## config.mk

```make
export PLATFORM = sky130hd
export DESIGN_NAME = ps2_key_gen
export DESIGN_NICKNAME = d
export VERILOG_FILES = /design/src/rtl/ps2_key_gen.sv
export SDC_FILE = /design/constraint.sdc
export NUM_CORES = 1
export LEC_CHECK = 0
export CAP_MARGIN = 25
export CORE_MARGIN = 4
export CORE_UTILIZATION = 28
export CTS_CLUSTER_DIAMETER = 100
export CTS_CLUSTER_SIZE = 30
export DETAILED_ROUTE_END_ITERATION = 12
export GPL_TIMING_DRIVEN = 0
export SYNTH_ARGS = -nofsm -noshare
export SYNTH_HDL_FRONTEND = slang
export SYNTH_SLANG_ARGS = --single-unit
```

## constraint.sdc

```tcl
create_clock -name clk_sys -period 6.3 [get_ports clk_sys]
set_clock_uncertainty 0.15 [all_clocks]
set_input_delay 1.575 -clock clk_sys [delete_from_list [all_inputs] [get_ports clk_sys]]
set_output_delay 1.575 -clock clk_sys [all_outputs]
set_load 0.005 [all_outputs]
```

## src/rtl/ps2_key_gen.sv

```systemverilog
// PS/2 keyboard receiver: synchronizes and filters the PS/2 lines, deframes
// 11-bit frames and decodes E0/F0 prefixes into toggle-flagged key events.
module ps2_key_gen #(
  parameter int FILT_LEN    = 8,
  parameter int TIMEOUT_CYC = 24000
) (
  input  logic        clk_sys,
  input  logic        reset,
  input  logic        ps2_clk,
  input  logic        ps2_data,
  output logic [10:0] ps2_key,
  output logic        frame_err
);

  localparam int FW = $clog2(FILT_LEN + 1);
  localparam int TW = $clog2(TIMEOUT_CYC + 1);
  localparam logic [FW-1:0] FILT_MAX = FW'(FILT_LEN - 1);
  localparam logic [TW-1:0] TMO_MAX  = TW'(TIMEOUT_CYC - 1);

  typedef enum logic [1:0] {IDLE, EXT, BRK, EXT_BRK} state_t;

  logic [1:0]    clk_sync, dat_sync;
  logic          filt_clk, filt_flip, fall;
  logic [FW-1:0] filt_cnt;
  logic [3:0]    bit_cnt;
  logic [9:0]    shreg;
  logic [TW-1:0] tmo_cnt;
  logic          timeout, frame_done, frame_ok;
  logic [7:0]    rx_byte;
  logic          is_ext, is_brk;
  state_t        state, state_nxt;
  logic [10:0]   key_nxt;
  logic          err_nxt;

  always_ff @(posedge clk_sys or posedge reset)
    if (reset) begin
      clk_sync <= 2'b11;
      dat_sync <= 2'b11;
    end else begin
      clk_sync <= {clk_sync[0], ps2_clk};
      dat_sync <= {dat_sync[0], ps2_data};
    end

  // filt_flip fires on the FILT_LEN-th consecutive sample that differs from filt_clk
  assign filt_flip = (clk_sync[1] != filt_clk) && (filt_cnt == FILT_MAX);
  assign fall      = filt_flip && filt_clk;

  always_ff @(posedge clk_sys or posedge reset)
    if (reset) begin
      filt_clk <= 1'b1;
      filt_cnt <= '0;
    end else if (clk_sync[1] == filt_clk) begin
      filt_cnt <= '0;
    end else if (filt_flip) begin
      filt_clk <= clk_sync[1];
      filt_cnt <= '0;
    end else begin
      filt_cnt <= filt_cnt + 1'b1;
    end

  assign frame_done = fall && (bit_cnt == 4'd10);
  assign timeout    = !fall && (bit_cnt != 4'd0) && (tmo_cnt == TMO_MAX);

  // shreg collects start..parity; the stop bit is taken live from the synchronizer
  always_ff @(posedge clk_sys or posedge reset)
    if (reset) begin
      bit_cnt <= '0;
      shreg   <= '0;
      tmo_cnt <= '0;
    end else if (fall) begin
      tmo_cnt <= '0;
      if (frame_done) bit_cnt <= '0;
      else begin
        bit_cnt <= bit_cnt + 1'b1;
        shreg   <= {dat_sync[1], shreg[9:1]};
      end
    end else if (timeout) begin
      bit_cnt <= '0;
      tmo_cnt <= '0;
    end else if (bit_cnt != 4'd0) begin
      tmo_cnt <= tmo_cnt + 1'b1;
    end

  assign rx_byte  = shreg[8:1];
  assign frame_ok = !shreg[0] && (^shreg[9:1]) && dat_sync[1];
  assign is_ext   = (state == EXT) || (state == EXT_BRK);
  assign is_brk   = (state == BRK) || (state == EXT_BRK);

  always_comb begin
    state_nxt = state;
    key_nxt   = ps2_key;
    err_nxt   = 1'b0;
    if (timeout) begin
      state_nxt = IDLE;
      err_nxt   = 1'b1;
    end else if (frame_done) begin
      if (!frame_ok) begin
        state_nxt = IDLE;
        err_nxt   = 1'b1;
      end else begin
        case (rx_byte)
          8'hE0: state_nxt = is_brk ? EXT_BRK : EXT;
          8'hF0: state_nxt = is_ext ? EXT_BRK : BRK;
          8'h00, 8'hAA, 8'hE1, 8'hEE, 8'hFA, 8'hFE, 8'hFF: state_nxt = IDLE;
          default: begin
            key_nxt   = {~ps2_key[10], ~is_brk, is_ext, rx_byte};
            state_nxt = IDLE;
          end
        endcase
      end
    end
  end

  always_ff @(posedge clk_sys or posedge reset)
    if (reset) begin
      state     <= IDLE;
      ps2_key   <= '0;
      frame_err <= 1'b0;
    end else begin
      state     <= state_nxt;
      ps2_key   <= key_nxt;
      frame_err <= err_nxt;
    end

endmodule

```

; Word-level counts from Yosys, hierarchy flattened
; Cells that the tools add are included.
[totals]
ff_bits = 52
[classes]
n_reduce_logical = 21
mux = 17
n_bitwise = 6
eq_ne = 16
add_sub_neg = 3
[op_table]
columns = operator, n
row1 = 8-bit equality test (second input constant), 8
row2 = 15-bit 2-to-1 mux, 3
row3 = 4-bit 2-to-1 mux, 5
row4 = 15-bit by 1-bit adder with 15-bit output (second input constant), 1
row5 = 15-bit equality test (second input constant), 1
row6 = 9-bit OR reduction, 1
row7 = 9-bit XOR reduction, 1
row8 = 4-bit by 1-bit adder with 4-bit output (second input constant), 2
row9 = 8-bit logical NOT, 1
row10 = 2-bit 2-to-1 mux, 4
row11 = 1-bit logical AND, 7
row12 = 1-bit inverter, 6
row13 = 2-bit equality test (second input constant), 2
row14 = 4-bit by 3-bit equality test with 1-bit output (second input constant), 1
row15 = 4-bit equality test (second input constant), 1
row16 = 1-bit 2-to-1 mux, 4
row17 = 2-bit one-hot mux with 2 select lines, 1
row18 = 2-bit AND reduction, 2
row19 = 4-bit AND reduction, 1
row20 = 2-bit nonzero test, 2
row21 = 4-bit nonzero test, 1
row22 = 3-bit nonzero test, 1
row23 = 2-bit by 1-bit equality test with 1-bit output (second input constant), 1
row24 = 1-bit logical NOT, 2
row25 = 3 further kinds, 4

; Longest topological paths before layout
[logic_depth]
ltp_word = 8
depth_mapped = 8

; Least setup slack after synthesis
; No wires, ideal clock.
[synth_path]
kind = register -> register
startpoint = reg shreg[1]
endpoint = reg ps2_key[0]
path_slack_ps = 4021
required_ps = 6025
stages_incl_launch_ff = 9
t_arrival_ps = 2004
setup_ps = 125
cell_sequence = dfrtp_1 inv_1 ha_1 xnor3_2 xnor2_2 nor2_4 nand4_4 buf_6 mux2_4
[synth_between]
elab_chain_len = 4
elab_cells_between_ends = 15
[synth_lines]
columns = element, line
row1 = "start, declared", 26  ; logic [9:0] shreg;
row2 = "start signal, assigned", 75  ; shreg <= {dat_sync[1], shreg[9:1]};
row3 = "8-bit equality test, or another cell as far along", 101  ; case (rx_byte)
row4 = 9-bit OR reduction (no line) / 1-bit logical AND (equally long branches), n/a
row5 = 1-bit inverter (no line) / 1-bit logical AND (equally long branches), n/a
row6 = 4-bit AND reduction (no line), n/a
row7 = "end signal, assigned", 121  ; ps2_key <= key_nxt;
row8 = "end, declared", 11  ; output logic [10:0] ps2_key,
; Parallel ways exist; a longest one is shown, timed or not.
; A chain may end at the register's enable or synchronous reset.

; Final worst setup path
[layout_path]
startpoint = reg ps2_key[10]
endpoint = out ps2_key[10]
; No word-level cell between the ends.

==> Flow_metrics.wiki <==
{| class="wikitable"
! Metric !! Value
|-
| Outcome || completed
|-
| Distinct cell type count after synthesis || 42
|-
| Dominant register cell in the synthesized netlist || sky130_fd_sc_hd__dfrtp_1
|-
| Fin nets || 277
|-
| DRC errors left || 0
|-
| Post-Route Utilization || around 34%
|-
| Leading cell type by number of instances after synthesis || sky130_fd_sc_hd__dfrtp_1
|-
| Type of destination of the critical path || output pin
|-
| TNS Setup || 0 ns
|-
| Worst hold slack after final layout || around 0.21 ns
|-
| Row count || 34
|-
| Number of I/O pins || 16
|-
| Cell at the root of the clock tree || sky130_fd_sc_hd__clkbuf_8
|-
| Number of buffers on the longest clock path || 2
|-
| Minimum setup slack among reg-to-reg paths || 3.87 ns
|-
| Hold wc startpoint || dat_sync[0]$_DFF_PP1_
|-
| Power per unit of standard cell area || 209 nW/um^2
|-
| Total count of hold-check failures in the final report || 0
|-
| Instance count along the most critical hold path || 0
|-
| Post-placement setup slack || ~3.7 ns
|-
| Area of the multi-input gates || approximately 1200 sq um
|-
| Routed wirelength normalized by instance count || approximately 12 microns
|-
| Post-CTS Hold Fix Bufs || 0
|-
| Antenna diode count || 0
|-
| RD Place Congestion || ~0.75
|-
| Final HPWL DP || about 3.2 mm
|-
| Number of enable-type register cells in the synthesized netlist || 0
|-
| Resized Gates After CTS || 0
|-
| Slew Limit Fails || 0
|-
| Largest net degree at the start of global routing || around 40
|-
| Final worst-path cycle share || between 40% and 50%
|-
| Async set or reset register ratio after synthesis || 100%
|-
| Sequential area share after synthesis || between 50% and 60%
|-
| Initial antenna violation count || 0
|-
| Pleak || ~1.4 nW
|-
| Total power || roughly 0.00063 W
|-
| Worst supply voltage drop on vdd || ~100 uV
|-
| I/O Buffers || 15
|-
| Cell family contributing the most delay on the critical path || buffers and inverters
|-
| Avg Synthesized Cell Area || 11.2 sq um
|-
| Synthesis-to-finish area growth || 15.9%
|-
| Worst Setup Start Kind || flop
|-
| Wirelength, routed || about 4.4 mm
|-
| Commonest cells post-synth || sky130_fd_sc_hd__dfrtp_1 (47), sky130_fd_sc_hd__nand2_1 (23), sky130_fd_sc_hd__nor2_1 (21)
|-
| Fraction of layout cells with a size suffix above 1 || a little over an eighth
|-
| Area leader, netlist || sky130_fd_sc_hd__dfrtp_1
|-
| Layout fillers || roughly 890
|-
| Count of nets left with antenna violations after detail routing || 0
|-
| Count of final setup violators || 0
|-
| R2r endpoint || ps2_key[0]$_DFFE_PP0P_
|-
| Overall Global Routing Usage || 8.58%
|-
| Effective utilization at floorplan || between 20 and 30%
|-
| TritonCTS clock tree || yes
|-
| Pin slew with the least headroom to its limit || roughly 0.6 ns
|-
| Capture endpoint of the worst hold path || dat_sync[1]$_DFF_PP1_
|-
| Unrepaired setup endpoints after global routing || false
|-
| Post-CTS Setup Repair Bufs || 0
|-
| Number of global-route vias before repair || between 1500 and 2000
|-
| Post-Synthesis Cells || 232
|-
| Clock latency of the later-clocked register in the worst-skew pair || approximately 0.3 ns
|-
| Setup Crit Path Kind || flop to output pin
|-
| Htree depth || 2
|-
| TritonCTS sink count || 52
|-
| CP Data Arrival Time || approximately 1.2 ns
|-
| Sequential Area || between 1000 and 1500 sq um
|-
| Via count of the routed design || between 1500 and 2000
|-
| Beginning of the worst register-to-register path || shreg[1]$_DFFE_PP0P_
|-
| Class of the tightest hold or removal check || flop to flop
|-
| Relative slew slack || between 60% and 70%
|-
| F_max || between 300 and 400 MHz
|-
| Worst Path Required || ~4.6 ns
|-
| Number of DRC markers after the initial detailed-route iteration || between 40 and 50
|-
| Netlist area before placement || around 2600 sq um
|-
| Placeable core region || a little under 9000 sq um
|-
| Ranking of synthesized cells by area || sky130_fd_sc_hd__dfrtp_1 (45%), sky130_fd_sc_hd__ha_1 (8.7%), sky130_fd_sc_hd__dfstp_2 (5.1%), sky130_fd_sc_hd__mux2_4 (4.6%), sky130_fd_sc_hd__xnor2_1 (3.4%)
|-
| Delay contributed by the slowest stage of the critical path || a little over 0.5 ns
|-
| Minimum setup slack in the final design || 3.39 ns
|-
| Net count after synthesis || 254
|-
| Cell count of the worst reg-to-reg path || 8
|-
| Die outline height || 104 microns
|-
| Top fanout value on the critical path || 2
|-
| Fraction of post-synthesis cell area in the top cell type by area || between 40% and 50%
|-
| Synthesis warning total || 0
|-
| Worst-path cell with the longest stage delay || sky130_fd_sc_hd__clkdlybuf4s50_1
|-
| Overflow after GRT || 0
|-
| CTS buffer count || 5
|-
| Max-capacitance violation count || 0
|-
| First-pass GRT wire length || 7.73 mm
|-
| Sum of buffers and inverters on the critical path || 1
|-
| Chain of cells forming the critical path || clkdlybuf4s50_1
|-
| Number of optimization iterations in the first detailed-route pass || 4
|-
| Die Width || between 100 and 150 microns
|-
| Clock transition at the registers of the reported paths || ~0.09 ns
|-
| Die outline area || about 11000 sq um
|-
| Number of storage elements in the synthesis netlist || 52
|-
| DR vias/cell || between 4 and 5
|-
| Final worst path period need || between 2 and 3 ns
|}
## where the power goes
part	switching, W	internal [W]
Combinational	0.0000243	0.0000182
Clock	0.000106	0.000118
Sequential	0.0000123	0.000351
Total	0.000142	0.000488
## metal layers
layer / global-route usage, % / part of all wire, %
met5: 0 / 0
met4: 3.42 / 1.5
met3: 2.05 / 1.8
met2: 13.4 / 46
met1: 11.4 / 51
## layout make-up
class	instances	area share, %
buffer	6	1.08
clock buffer	6	2.41
clock inverter	2	1.16
inverter	14	1.74
multi-input combinational	160	40.1
sequential	52	43.4
tap	108	4.49
timing repair buffer	16	5.65
## cell families (layout without fill, tap and decap cells)
family          count (synthesis)  in the layout  synth area share [%]
simple gates                   82             82                  16.9
buf+inv                        20             44                  3.27
mux                            14             14                  7.07
flops                          52             52                  50.3
fa+ha+maj                      18             18                  8.66
xor+xnor                       21             21                  7.94
compound gates                 25             25                  5.82
## per-stage QoR
step	instances	cell area [sq um]
floorplan	232	2600
CTS	364	3010
global placement	355	2890
detailed placement	356	2910
global route	364	3010
finish	364	3010
## registers in the layout, summed over array words and instances, names as in the netlist, 2 cells and up
register  cells
bit_cnt       4
clk_sync      2
dat_sync      2
filt_cnt      4
ps2_key      11
shreg        10
state         2
tmo_cnt      15
## how the worst max path moves through the flow
| stage | start | to | slack, ns | depth (start not counted) |
|---|---|---|---|---|
| after floorplan | reset | bit_cnt[0]$_DFFE_PP0P_ | 3.33 | 1 |
| after global placement | reset | filt_cnt[1]$_DFF_PP0_ | 2.28 | 2 |
| after detailed placement | reset | clk_sync[0]$_DFF_PP1_ | 3.68 | 3 |
| after CTS | ps2_key[10]$_DFFE_PP0P_ | ps2_key[10] | 3.36 | 1 |
| after global routing | ps2_key[6]$_DFFE_PP0P_ | ps2_key[6] | 3.33 | 1 |
| final | ps2_key[10]$_DFFE_PP0P_ | ps2_key[10] | 3.39 | 1 |
## layout by cell type, fill, tap and decap left out, types with 5 or more instances in the layout
cell / instances
sky130_fd_sc_hd__dfrtp_1: 47
sky130_fd_sc_hd__nor2_1: 21
sky130_fd_sc_hd__clkbuf_8: 5
sky130_fd_sc_hd__nand3_1: 10
sky130_fd_sc_hd__xnor2_1: 10
sky130_fd_sc_hd__o21ai_0: 13
sky130_fd_sc_hd__mux2_4: 8
sky130_fd_sc_hd__dfstp_2: 5
sky130_fd_sc_hd__clkdlybuf4s50_1: 15
sky130_fd_sc_hd__ha_1: 18
sky130_fd_sc_hd__xor2_1: 9
sky130_fd_sc_hd__nand2_1: 23
sky130_fd_sc_hd__inv_1: 13
Power figures use the tool's default switching activity.
